**src/rtl/comma_aligner.sv**
```systemverilog
// Serial 8B/10B comma aligner: frames a recovered bit stream into 10-bit words
// on K28.5 boundaries and tracks link synchronisation (LOS -> ACQ -> SYNC).

module comma_aligner_chk (
  input logic       clk,
  input logic       reset,
  input logic       dout_valid,
  input logic       realign,
  input logic [3:0] cnt
);
  a_realign_has_word: assert property (@(posedge clk) disable iff (reset) realign |-> dout_valid);
  a_cnt_in_range:     assert property (@(posedge clk) disable iff (reset) cnt <= 4'd9);
endmodule

module comma_aligner (
  input  logic       clk,
  input  logic       reset,
  input  logic       rx_bit,
  input  logic       rx_bit_valid,
  input  logic       align_en,
  input  logic       code_err,
  input  logic       code_err_valid,
  output logic [9:0] dout,
  output logic       dout_valid,
  output logic       comma_det,
  output logic       realign,
  output logic       sync_status
);

  typedef enum logic [1:0] {
    ST_LOS  = 2'd0,
    ST_ACQ  = 2'd1,
    ST_SYNC = 2'd2
  } state_t;

  function automatic logic is_k28_5(input logic [9:0] word);
    return (word == 10'h17C) || (word == 10'h283);
  endfunction

  logic [9:0] r_sr;
  logic [3:0] r_cnt;
  state_t     r_state;
  logic [1:0] r_comma_cnt;
  logic [2:0] r_err_cnt;
  logic [1:0] r_good_run;
  logic [9:0] r_dout;
  logic       r_dout_valid;
  logic       r_comma_det;
  logic       r_realign;
  logic       r_sync_status;

  logic [9:0] w_sr_shift;
  logic       w_match;
  logic       w_cnt_last;
  logic       w_aligned;
  logic       w_realign;
  logic       w_boundary;
  logic       w_err_hit;

  // Boundary decode: the window including the incoming bit decides both framing and comma detection
  always_comb begin
    w_sr_shift = {rx_bit, r_sr[9:1]};
    w_cnt_last = (r_cnt == 4'd9);
    if (rx_bit_valid) begin
      w_match = is_k28_5(w_sr_shift);
    end else begin
      w_match = 1'b0;
    end
    w_aligned  = rx_bit_valid & w_cnt_last;
    // An aligned comma is already on the boundary, so only off-boundary commas count as realignment
    w_realign  = w_match & ~w_cnt_last & align_en & (r_state != ST_SYNC);
    w_boundary = w_aligned | w_realign;
    w_err_hit  = code_err_valid & code_err;
  end

  // Bit shifting, word framing and registered word outputs
  always_ff @(posedge clk or posedge reset) begin
    if (reset) begin
      r_sr         <= 10'd0;
      r_cnt        <= 4'd0;
      r_dout       <= 10'd0;
      r_dout_valid <= 1'b0;
      r_comma_det  <= 1'b0;
      r_realign    <= 1'b0;
    end else begin
      r_dout_valid <= 1'b0;
      r_realign    <= 1'b0;
      if (rx_bit_valid) begin
        r_sr <= w_sr_shift;
        if (w_boundary) begin
          r_cnt <= 4'd0;
        end else begin
          r_cnt <= r_cnt + 4'd1;
        end
      end
      if (w_boundary) begin
        r_dout       <= w_sr_shift;
        r_dout_valid <= 1'b1;
        r_comma_det  <= w_match;
        r_realign    <= w_realign;
      end
    end
  end

  // Link synchronisation state machine; a decoder error always wins over a coincident comma
  always_ff @(posedge clk or posedge reset) begin
    if (reset) begin
      r_state       <= ST_LOS;
      r_comma_cnt   <= 2'd0;
      r_err_cnt     <= 3'd0;
      r_good_run    <= 2'd0;
      r_sync_status <= 1'b0;
    end else begin
      r_sync_status <= (r_state == ST_SYNC);
      case (r_state)
        ST_LOS: begin
          if (w_boundary && w_match && align_en) begin
            r_state     <= ST_ACQ;
            r_comma_cnt <= 2'd1;
          end
        end
        ST_ACQ: begin
          if (w_err_hit) begin
            r_state     <= ST_LOS;
            r_comma_cnt <= 2'd0;
          end else if (w_realign) begin
            r_comma_cnt <= 2'd1;
          end else if (w_aligned && w_match) begin
            if (r_comma_cnt == 2'd2) begin
              r_state     <= ST_SYNC;
              r_comma_cnt <= 2'd0;
              r_err_cnt   <= 3'd0;
              r_good_run  <= 2'd0;
            end else begin
              r_comma_cnt <= r_comma_cnt + 2'd1;
            end
          end
        end
        ST_SYNC: begin
          if (code_err_valid) begin
            if (code_err) begin
              // The fourth outstanding error drops the link instead of being stored
              if (r_err_cnt == 3'd3) begin
                r_state     <= ST_LOS;
                r_comma_cnt <= 2'd0;
                r_err_cnt   <= 3'd0;
                r_good_run  <= 2'd0;
              end else begin
                r_err_cnt  <= r_err_cnt + 3'd1;
                r_good_run <= 2'd0;
              end
            end else if (r_good_run == 2'd3) begin
              r_good_run <= 2'd0;
              if (r_err_cnt != 3'd0) begin
                r_err_cnt <= r_err_cnt - 3'd1;
              end
            end else begin
              r_good_run <= r_good_run + 2'd1;
            end
          end
        end
        default: begin
          r_state     <= ST_LOS;
          r_comma_cnt <= 2'd0;
          r_err_cnt   <= 3'd0;
          r_good_run  <= 2'd0;
        end
      endcase
    end
  end

  assign dout        = r_dout;
  assign dout_valid  = r_dout_valid;
  assign comma_det   = r_comma_det;
  assign realign     = r_realign;
  assign sync_status = r_sync_status;

  comma_aligner_chk u_chk (
    .clk        (clk),
    .reset      (reset),
    .dout_valid (r_dout_valid),
    .realign    (r_realign),
    .cnt        (r_cnt)
  );

endmodule

```
**config.mk**
```make
export PLATFORM = sky130hd
export DESIGN_NAME = comma_aligner
export DESIGN_NICKNAME = d
export VERILOG_FILES = /design/src/rtl/comma_aligner.sv
export SDC_FILE = /design/constraint.sdc
export NUM_CORES = 1
export LEC_CHECK = 0
export ABC_AREA = 1
export BUFFER_PORTS_ARGS = -buffer_cell sky130_fd_sc_hd__buf_2
export CORE_MARGIN = 5
export CORE_UTILIZATION = 45
export DETAILED_ROUTE_END_ITERATION = 7
export PLACE_DENSITY = 0.62
export SYNTH_ARGS = -nofsm -noshare
export SYNTH_HDL_FRONTEND = slang
export SYNTH_HIERARCHICAL = 1
export SYNTH_SLANG_ARGS = --single-unit
```
**constraint.sdc**
```tcl
create_clock -name clk -period 3.8 [get_ports clk]
set_clock_uncertainty 0.05 [all_clocks]
set_input_delay 0.19 -clock clk [delete_from_list [all_inputs] [get_ports clk]]
set_output_delay 0.19 -clock clk [all_outputs]
set_load 0.05 [all_outputs]
```
# Yosys cells after proc, flatten, opt, wreduce, memory -nomap -nowiden
# Cells that the tools add are included.
# totals
ff_bits	37
latch_bits	0
ram_bits	0
rom_bits	0
inputBits	7
output_inout_bits	14
wordCells	93
memories	0
# op_classes
n_addsub	5
multipliers	0
n_div	0
order_cmp	0
eq_ne	23
n_shift	0
muxes	36
bitwise_logic	8
reduce_logical	10
# ops
cell	count
two-way mux 2 bit	19
two-way mux 3 bit	9
one-hot mux 2 bit (3 select lines)	3
!= test 2 bit (second input constant)	8
equality test 10 bit (second input constant)	1
equality test 10 x 9 -> 1 bit (second input constant)	1
!= test 3 bit (second input constant)	3
one-hot mux 3 bit (3 select lines)	1
AND reduction 8 bit	1
AND reduction 7 bit	1
equality test 2 bit (second input constant)	3
!= test 3 x 2 -> 1 bit (second input constant)	2
AND reduction 6 bit	1
AND 1 bit	5
AND reduction 5 bit	1
adder 2 x 1 -> 2 bit (second input constant)	2
adder 4 x 1 -> 4 bit (second input constant)	1
equality test 4 bit (second input constant)	1
two-way mux 4 bit	1
!= test 4 bit (second input constant)	1
adder 3 x 1 -> 3 bit (second input constant)	1
equality test 3 x 2 -> 1 bit (second input constant)	1
logical AND 1 bit	3
two-way mux 1 bit	3
8 further kinds	9

# Depth between registers and ports, before layout
# Gate-level depths: netlist of run 1.
# depth
ltp_word	11
depth_mapped	13
mapped_depth_nobuf	13

# Worst setup path after synthesis of run 1
# No wires, ideal clock.
# synth_path
path_type	reg-to-reg
from	reg r_cnt[0]
to	reg r_comma_det, in the netlist comma_det
setup_ns	0.118
t_arrival_ns	1.518
required_ns	3.632
slack_ns	2.114
stages_incl_launch_ff	11
path_buffers	1
synth_period_minus_slack_ns	1.686
path_cell_list	dfrtp_1 ha_1 nand2_1 nor2_1 nor2_1 nand4_4 nand2_8 inv_6 buf_8 nand2_1 nand2_1
# synth_between
elab_chain_cells	6
elab_cells_between_ends	7
classes_between	eq/ne: 1; bitwise: 6
# synth_rtl
element	line_no	text
start, declared	41	logic [3:0] r_cnt;
start signal, assigned	93	r_cnt <= r_cnt + 4'd1;
equality test 4 bit *	63	w_cnt_last = (r_cnt == 4'd9);
NOT 1 bit	71	w_realign = w_match & ~w_cnt_last & align_en & (r_state != ST_SYNC);
AND 1 bit (3 in series)	71	
OR 1 bit *	72	w_boundary = w_aligned | w_realign;
via w_boundary	57	logic w_boundary;
end signal, assigned	99	r_comma_det <= w_match;
end, declared	48	logic r_comma_det;
# The timed path passes the listed nets; every way through them passes the cells marked *.
# A chain may end at the register's enable or synchronous reset.

# Worst setup path after layout of run 1
# layout_path
from	reg r_cnt[0]
to	reg r_cnt[1]
# layout_between
elab_chain_cells	7
elab_cells_between_ends	9
classes_between	add/sub: 1; eq/ne: 1; mux: 1; bitwise: 6
# layout_rtl
element	line_no	text
equality test 4 bit *	63	
NOT 1 bit	71	
AND 1 bit (3 in series)	71	
OR 1 bit *	72	
via w_boundary	57	
two-way mux 4 bit *	90	if (w_boundary) begin
# Marks and branches as above.

==> impl_metrics.ini, run 1 <==
[power_and_ir_drop]
vdd_drop_max_mv = 0.310
p_per_area_nw_per_um2 = 762
finalPower_mw = 1.63
p_leak_nw = 1.15

[die]
fp-row-count = 23
die_w_microns = 74.6
die_h_microns = 74.6
initial_core_util_pct = 46.6
io_pins = 21
core_sq_um = 4030
die-area_sq_um = 5570

[cells_and_area]
final_area_sq_um = 2140
final_cells = 309
antenna_cells = 0
synthToLayoutAreaGrowth_pct = 13.9
final_util_pct = 53.1
fin_nets = 271
layout-drive-gt1-share_pct = 16.2

[clocking]
numCtsBuffers = 5
cts.sinks = 36
clk_path_buf_depth = 2
cts_max_level = 2
post_cts_resize_count = 0
cts_setup_buffers = 0
cts_root_buf = clkbuf_8
clk_pin_slew_ns = 0.07
cts_tree = done
worstSkewPairLatency_ns = 0.29

[synth]
synth_mux_area_share_pct = 0
synth-seq-cells = 36
ys_types = 29
synth.avg_cell_area_sq_um = 8.10
yosysWarnings = 6
synth-simple-area-share_pct = 29.3
synthXorXnorAreaFrac_pct = 0.933
synth_compound_area_share_pct = 10.1
synth_top_family_by_area = simple AND/OR/NAND/NOR gates
synth_nets = 245
syn_area_sq_um = 1880
postSynthCellCount = 232
synth-seq-area-share_pct = 48.0
synth-adder-area-share_pct = 4.00

[timing]
min_period_over_period_pct = 46.8
setup_slack_ns = 2.02
fin_setup_tns_ns = 0
drv_slew = 0
final_hold_viol_count = 0
rsz0062_at_grt = false
hold_ws_ns = 0.144
slew_headroom_pct = 69.4
fmax_ghz = 0.562
period_minus_slack_ns = 1.78
setup_viol = 0
worst_pin_slew_ns = 0.459

[worst_setup_path]
critical_path_class = flop to flop
path_cells = ha_1, nand2_1, nor2_1, nor2_1, nand4_4, nand2_8, inv_6, nand2_1, o22ai_1
crit_path_end_kind = flop
start_kind = flop
cp_num_buf_inv = 1
crit_fanout = 18
crit_slowest_cell = dfrtp_1
max_stage_delay_ns = 0.41
cp.arrival_ns = 1.89
cpLargestDelayFamily = simple AND/OR/NAND/NOR gates
crit_required_ns = 3.91

[detailed_routing]
ant_nets = 0
drtIter0Drc = 103
wire_per_inst_microns = 12.1
drt_wl_total_mm = 3.73
routed_via_density = 4.90
drc_errors = 0
vias = 1513
dr.pass1.iters = 4

[global_routing]
grt_usage_pct = 15.2
grt_first_pass_wirelength_mm = 6.42
grt.overflow.total = 0
grt_pass1_vias = 1391
grt_max_degree = 37
antenna_found_initial = 0

[placement]
dp.cells = 300
port_buffers = 20
hpwlAfterDp_mm = 2.72
gp_congestion = 0.832
place_ws_ns = 2.03
place_area_sq_um = 2020

[job]
max_cap_violations = 0

[outcome]
status = complete, no violations

[hold_path]
hp-class = input pin to flop
-- worst min-delay path, stage by stage --
cell and delay (ns):
buf_2 0.11, inv_1 0.09, o21ai_2 0.06
-- where the power goes --
| group | internal, mW | total [mW] | switching (mW) | leakage [nW] |
|---|---|---|---|---|
| registers | 0.505 | 0.597 | 0.0917 | 0.468 |
| clock network | 0.195 | 0.332 | 0.137 | 0.0552 |
| logic | 0.200 | 0.700 | 0.500 | 0.631 |
| total | 0.900 | 1.63 | 0.729 | 1.15 |
-- layout make-up --
cell class              count  area (sq um)
well taps                  50          62.6
flip-flops and latches     36           901
multi-input cells         163           833
repair buffers             22           118
clock buffers               6          72.6
inverters                  30           118
clock inverters             2          35.0
fillers                   401          1890
-- cell usage in the layout, fill, tap and decap left out --
master         count
nand2_8            1
ha_1               6
xor2_1             2
nand2_2            1
o311ai_0           1
nand4_1            3
clkbuf_1           1
nand2_1           83
clkinv_2           1
a21boi_0           1
nor2_1            18
dlygate4sd3_1      1
a221oi_1           1
nor3_4             1
buf_4              1
nand4_4            1
o21ai_2            5
o2111ai_1          1
buf_2             20
inv_1             28
o21bai_1           1
bufinv_16          1
o21ai_0           14
nor2_2             3
a21oi_1            3
dfrtp_1           36
nand3_1           12
clkbuf_8           5
a21o_1             1
inv_6              1
o22ai_1            2
nor3_1             2
inv_2              1
-- repair_timing --
action,in CTS,in global routing
hold buffers,1,0
endpoints found under the hold margin,36,0
setup endpoints to repair,0,0
-- final timing paths --
path                       startpoint    endpoint  slack, ns  cells after the start
max in group asynchronous       reset  r_state[0]       2.89                      4
max reg2reg                  r_cnt[0]    r_cnt[1]       2.02                      9
min reg2reg                   dout[6]     dout[6]       0.42                      2
max                          r_cnt[0]    r_cnt[1]       2.02                      9
min                            rx_bit     dout[9]       0.14                      3
min in group asynchronous       reset     dout[8]       0.49                      4
-- metal layers --
layer  vias to the layer above  global-route usage, %  part of all wire [%]
li1                        788                      -                     -
met1                       687                   22.1                    52
met2                        33                   21.9                    42
met3                         5                   4.86                   5.2
met4                         0                   4.15                   1.3
met5                         -                      0                     0
-- registers in the layout, summed over array words and instances, names as in the netlist --
signal / cells
r_good_run: 2
realign: 1
sync_status: 1
r_state: 2
r_cnt: 4
comma_det: 1
r_err_cnt: 3
dout: 10
dout_valid: 1
r_sr: 9
r_comma_cnt: 2
-- Yosys cell counts (all sizes together) --
cell type	n	area (sq um)
nand3	12	60.1
ha	6	75.1
nor3	3	26.3
o22ai	2	12.5
clkbuf	1	3.75
nand4	4	40.0
o21ai	19	114
buf	2	22.5
o311ai	1	8.76
o2111ai	1	8.76
dfrtp	36	901
inv	30	118
a221oi	1	8.76
nor2	21	86.3
nand2	85	338
o21bai	1	7.51
a21o	1	7.51
xor2	2	17.5
a21oi	3	15.0
a21boi	1	7.51
-- cells by family (layout without fill, tap and decap cells) --
family                     count (synthesis)  in the layout
adders and majority gates                  6              6
buffers and inverters                     33             60
and+or+nand+nor                          125            125
xor gates and xnor gates                   2              2
AOI/OAI and AO/OA                         30             30
DFF                                       36             36
(Power assumes the default switching activity.)
==> inputs of run 2 (changes only) <==
--- a/config.mk
+++ b/config.mk
@@ -10,7 +10,7 @@
 export CORE_MARGIN = 5
 export CORE_UTILIZATION = 45
 export DETAILED_ROUTE_END_ITERATION = 7
-export PLACE_DENSITY = 0.62
+export PLACE_DENSITY = 0.64
 export SYNTH_ARGS = -nofsm -noshare
 export SYNTH_HDL_FRONTEND = slang
 export SYNTH_HIERARCHICAL = 1
==> constraint.sdc (replaced) <==
create_clock -name clk -period 1.6 [get_ports clk]
set_clock_uncertainty 0.05 [all_clocks]
set_input_delay 0.08 -clock clk [delete_from_list [all_inputs] [get_ports clk]]
set_output_delay 0.08 -clock clk [all_outputs]
set_load 0.05 [all_outputs]
==> impl_metrics.ini, run 2 (synthesized netlist as in run 1, its figures left out) <==
[outcome]
status = finished, violations left
violations = negative setup slack

[detailed_routing]
dr.pass1.iters = 4
drt_wl_total_mm = 4.19
vias = 1625
routed_via_density = 4.87
wl_met2_mm = 1.87
drtIter0Drc = 133
wire_per_inst_microns = 12.5
wl_met1_mm = 2.01
drc_errors = 0
ant_nets = 0
maxUsedRoutingLayer = met4
wl_met3_microns = 236

[clocking]
clk_pin_slew_ns = 0.07
cts_tree = done
clk_path_buf_depth = 2
numCtsBuffers = 5
cts.sinks = 36
worstSkewPairLatency_ns = 0.29
cts_root_buf = clkbuf_8
cts_max_level = 2

[die]
die-area_sq_um = 5570
die_w_microns = 74.6
core_sq_um = 4030
die_h_microns = 74.6
initial_core_util_pct = 46.6
fp-row-count = 23
io_pins = 21

[global_routing]
grt_usage_pct = 16.9
grt_max_degree = 37
grt_pass1_vias = 1598
grt_first_pass_wirelength_mm = 7.09
antenna_found_initial = 0
grt.overflow.total = 0

[worst_setup_path]
r2r_setup_slack_ns = -0.05
reg2reg_depth = 9
crit_top_cell = nand2_2
crit_fanout = 18
crit_slowest_cell = dfrtp_1
cp.arrival_ns = 1.77
crit_path_end_kind = flop
path_cells = ha_4, nand2_2, nor2_1, nor2_2, nand4_4, nand2_8, inv_12, nand2_2, o22ai_1
crit_required_ns = 1.72
start_kind = flop
max_stage_delay_ns = 0.42
critical_path_class = flop to flop

[power_and_ir_drop]
power_switching_mw = 1.84
combPwrFrac_pct = 48.2
pwr-share-clk_pct = 17.1
p_leak_nw = 1.29
p_per_area_nw_per_um2 = 1700
vdd_drop_max_mv = 0.871
power.internal_mw = 2.25
seqPwrFrac_pct = 34.7
p_sw_share_pct = 45.0

[timing]
hold_ws_ns = 0.0561
setup_viol = 18
fmax_ghz = 0.607
slew_headroom_pct = 69.4
worst_pin_slew_ns = 0.460
final_hold_viol_count = 0
period_minus_slack_ns = 1.65
drv_slew = 0
setup_slack_ns = -0.0475
rsz0062_at_grt = true
fin_setup_tns_ns = -0.323
min_period_over_period_pct = 103

[cells_and_area]
synthToLayoutAreaGrowth_pct = 27.9
largest_reg_flops = 10
antenna_cells = 0
final_util_pct = 59.6
final_area_sq_um = 2400
layout_common_cells = nand2_1 (76), dfrtp_1 (36), inv_1 (26), buf_4 (26), buf_2 (20)
layout-drive-gt1-share_pct = 29.9
fin_nets = 297
final_common_cell = nand2_1

[placement]
gp_congestion = 0.863
port_buffers = 20
place_area_sq_um = 2120
hpwlAfterDp_mm = 2.89

[job]
max_cap_violations = 0

[hold_path]
hp-class = input pin to flop
hold_depth = 3
## run 2: cell count changes in the layout (fill, tap and decap cells not counted), sizes merged
| cell | delta |
|---|---|
| buf | +26 |
| bufinv | -1 |
| clkinv | -1 |
| clkbuf | +1 |
## run 2: path summary, 6_finish.rpt
kind / from / end
max: r_cnt[0] / r_cnt[1]
min: rx_bit / dout[9]
max reg2reg: r_cnt[0] / r_cnt[1]
min reg2reg: dout[0] / dout[0]
max in group asynchronous: reset / r_cnt[2]
min in group asynchronous: reset / sync_status
## run 2: worst max-delay path: cells and delay by family, from the launching register on
family	cells	cell delay, ns
simple gates	6	0.76
compound gates	1	0.06
flops	1	0.42
fa+ha+maj	1	0.17
buf+inv	1	0.06
## run 2: final cells by class
class                           count  area, sq um
Fill cell                         359         1630
Multi-Input combinational cell    163          901
Tap cell                           50         62.6
Sequential cell                    36          901
Inverter                           30          125
Clock buffer                        7         96.3
Timing Repair Buffer               48          317
## run 2: power by group through the flow
stage	Combinational, mW	Clock (mW)	Sequential [mW]
2_1_floorplan	0.916	0	1.83
4_1_cts	1.88	0.718	1.41
6_report	1.97	0.699	1.42
3_3_place_gp	1.77	0	1.41
5_1_grt	2.20	0.748	1.46
3_5_place_dp	1.79	0	1.43
## run 2: what timing repair did
| action | in CTS | in global routing |
|---|---|---|
| resized for setup | 9 | 15 |
| buffers inserted | 7 | 7 |
| hold buffers | 1 | 0 |
| gates cloned | 0 | 0 |
| hold endpoints to repair | 36 | 0 |
| pin swaps | 6 | 6 |
| endpoints found under the setup margin | 20 | 25 |
## run 2: stage by stage
stage                     setup WS (ns)  instances  power [mW]
after floorplan                 0.00549        232        2.74
after global placement          -0.0387        312        3.18
after detailed placement        -0.0653        312        3.22
after CTS                      -0.00296        327        4.00
after global routing             -0.189        334        4.40
final                           -0.0475        334        4.09
## run 2: metal layers
layer | track usage (%) | up-vias
li1 | - | 840
met1 | 23.1 | 739
met2 | 25.1 | 38
met3 | 4.32 | 8
met4 | 7.71 | 0
met5 | 0 | -
==> inputs of run 3 (changes only) <==
--- a/config.mk
+++ b/config.mk
@@ -9,9 +9,10 @@
 export BUFFER_PORTS_ARGS = -buffer_cell sky130_fd_sc_hd__buf_2
 export CORE_MARGIN = 5
 export CORE_UTILIZATION = 45
+export CTS_BUF_LIST = sky130_fd_sc_hd__clkbuf_8
 export DETAILED_ROUTE_END_ITERATION = 7
 export PLACE_DENSITY = 0.64
 export SYNTH_ARGS = -nofsm -noshare
 export SYNTH_HDL_FRONTEND = slang
-export SYNTH_HIERARCHICAL = 1
 export SYNTH_SLANG_ARGS = --single-unit
+export TNS_END_PERCENT = 5
==> impl_metrics.ini, run 3 <==
[outcome]
status = finished, violations left
violations = negative setup slack

[worst_setup_path]
critical_path_class = flop to flop
cpLargestDelayFamily = simple AND/OR/NAND/NOR gates
crit_slowest_cell = dfrtp_1
crit_fanout = 18
cp_num_buf_inv = 1
crit_top_cell = nor2_2
regToRegEndpoint = r_cnt[1]
start_kind = flop
max_stage_delay_ns = 0.42
path_cells = ha_4, nand2_4, nor2_2, nor2_2, nand4_4, nand2_8, inv_8, nand2_1, o22ai_1
crit_path_end_kind = flop
cp.arrival_ns = 1.75
reg2reg_depth = 9
crit_required_ns = 1.72
r2r_setup_slack_ns = -0.03
r2r-start = r_cnt[0]

[cells_and_area]
largest_reg_flops = 10
fin_nets = 290
multi_input_area_sq_um = 906
final_util_pct = 58.2
final_area_sq_um = 2350
final_common_cell = nand2_1
synthToLayoutAreaGrowth_pct = 24.9
layout_common_cells = nand2_1 (76), dfrtp_1 (36), inv_1 (26)
antenna_cells = 0
seqCellArea_sq_um = 901
layout-drive-gt1-share_pct = 28.2
nFillCells = 371

[synth]
ys_top_cells_by_area = dfrtp_1 (48%), nand2_1 (17%), inv_1 (5.6%)
synth.largest_area_cell = dfrtp_1
synth.avg_cell_area_sq_um = 8.10
synth_async_sr_flop_share_pct = 100
synthTopCellsByCount = nand2_1 (83), dfrtp_1 (36), inv_1 (28)
syn_area_sq_um = 1880
synth_nets = 245
yosysMostFrequentCell = nand2_1
ys_types = 29
synth-seq-area-share_pct = 48.0
yosysWarnings = 0
postSynthCellCount = 232
synth-seq-cells = 36
synth.top_cell.area_share_pct = 48.0
synth_ff_type = dfrtp_1
synth_edf_count = 0

[die]
die_h_microns = 74.6
die-area_sq_um = 5570
initial_core_util_pct = 46.6
io_pins = 21
die_w_microns = 74.6
fp-row-count = 23
core_sq_um = 4030

[detailed_routing]
wire_per_inst_microns = 12.4
vias = 1590
dr.pass1.iters = 4
ant_nets = 0
drtIter0Drc = 119
drt_wl_total_mm = 4.06
drc_errors = 0
routed_via_density = 4.86

[job]
max_cap_violations = 0

[placement]
gp_congestion = 0.863
hpwlAfterDp_mm = 2.89
port_buffers = 20
place_area_sq_um = 2120

[clocking]
worstSkewPairLatency_ns = 0.29
cts_tree = done
clk_path_buf_depth = 2
clk_pin_slew_ns = 0.07
cts_root_buf = clkbuf_8
cts.sinks = 36
cts_max_level = 2
numCtsBuffers = 5

[hold_path]
hp-class = input pin to flop
hold_start = rx_bit
hold_depth = 3
min_to = dout[9]

[global_routing]
antenna_found_initial = 0
grt.overflow.total = 0
grt_first_pass_wirelength_mm = 7.02
grt_usage_pct = 16.8
grt_max_degree = 37
grt_pass1_vias = 1583

[timing]
rsz0062_at_grt = true
min_period_over_period_pct = 102
setup_slack_ns = -0.0328
fmax_ghz = 0.612
worst_pin_slew_ns = 0.457
period_minus_slack_ns = 1.63
fin_setup_tns_ns = -0.0566
drv_slew = 0
slew_headroom_pct = 69.6
final_hold_viol_count = 0
setup_viol = 4

[power_and_ir_drop]
p_per_area_nw_per_um2 = 1720
finalPower_mw = 4.04
vdd_drop_max_mv = 0.875
p_leak_nw = 1.26
==> run 3: cell count changes in the layout (fill, tap and decap cells not counted) <==
cell / previous run / this run
buf_4: 26 / 20
buf_6: 1 / 0
inv_12: 1 / 0
inv_8: 0 / 1
nand2_2: 7 / 6
nand2_4: 1 / 2
==> run 3: stage by stage <==
| stage | hold slack (ns) | cells | setup WS, ns |
|---|---|---|---|
| finish | 0.0549 | 327 | -0.0328 |
| global route | 0.0655 | 327 | -0.174 |
| CTS | 0.0589 | 324 | -0.0129 |
| detailed placement | 0.162 | 312 | -0.0653 |
| global placement | 0.159 | 312 | -0.0387 |
| floorplan | 0.197 | 232 | 0.00549 |
==> run 3: metal layers <==
layer / GRT usage [%] / share of wire, % / wire (microns)
met2: 24.6 / 43 / 1730
met5: 0 / 0 / 0
met3: 4.32 / 5.7 / 231
met1: 23.1 / 50 / 2020
met4: 7.71 / 1.8 / 74
==> run 3: cell type report <==
type / count / share of cell area, %
multi-input cells: 163 / 38.6
flip-flops and latches: 36 / 38.4
repair buffers: 41 / 11.1
inverters: 30 / 5.12
clock buffers: 7 / 4.11
well taps: 50 / 2.67
==> run 3: cell families after synthesis <==
family / synth area share (%)
compound gates: 10.1
fa+ha+maj: 4.00
xor+xnor: 0.933
buf+inv: 7.66
simple gates: 29.3
flops: 48.0
==> run 3: repair_timing <==
| item | in CTS | in global routing |
|---|---|---|
| hold endpoints to repair | 36 | 0 |
| setup endpoints to repair | 20 | 23 |
| pin swaps | 5 | 6 |
| buffers inserted | 4 | 3 |
| hold buffers | 1 | 0 |
| gates resized for setup | 8 | 15 |
==> run 3: report_power, final <==
group          leakage, nW  total [mW]  switching, mW  internal [mW]
Clock               0.0503       0.702          0.319          0.383
Combinational        0.738        1.92           1.29          0.629
Sequential           0.468        1.43          0.226           1.20
Total                 1.26        4.04           1.83           2.21
==> run 3: tightest hold or removal path: cells and delay by family <==
family / cells / cell delay, ns
AOI/OAI and AO/OA: 1 / 0.07
buffers and inverters: 2 / 0.22
==> run 3: worst max path at each step <==
stage                     startpoint             end  slack [ns]  cells past startpoint
after floorplan             r_cnt[0]       comma_det       0.005                     10
after CTS                    r_sr[6]        r_cnt[1]       -0.01                     10
after global routing         r_sr[4]  r_comma_cnt[0]       -0.17                     13
final                       r_cnt[0]        r_cnt[1]       -0.03                      9
after detailed placement     r_sr[9]        r_cnt[1]       -0.07                      8
after global placement       r_sr[9]  r_comma_cnt[0]       -0.04                     11
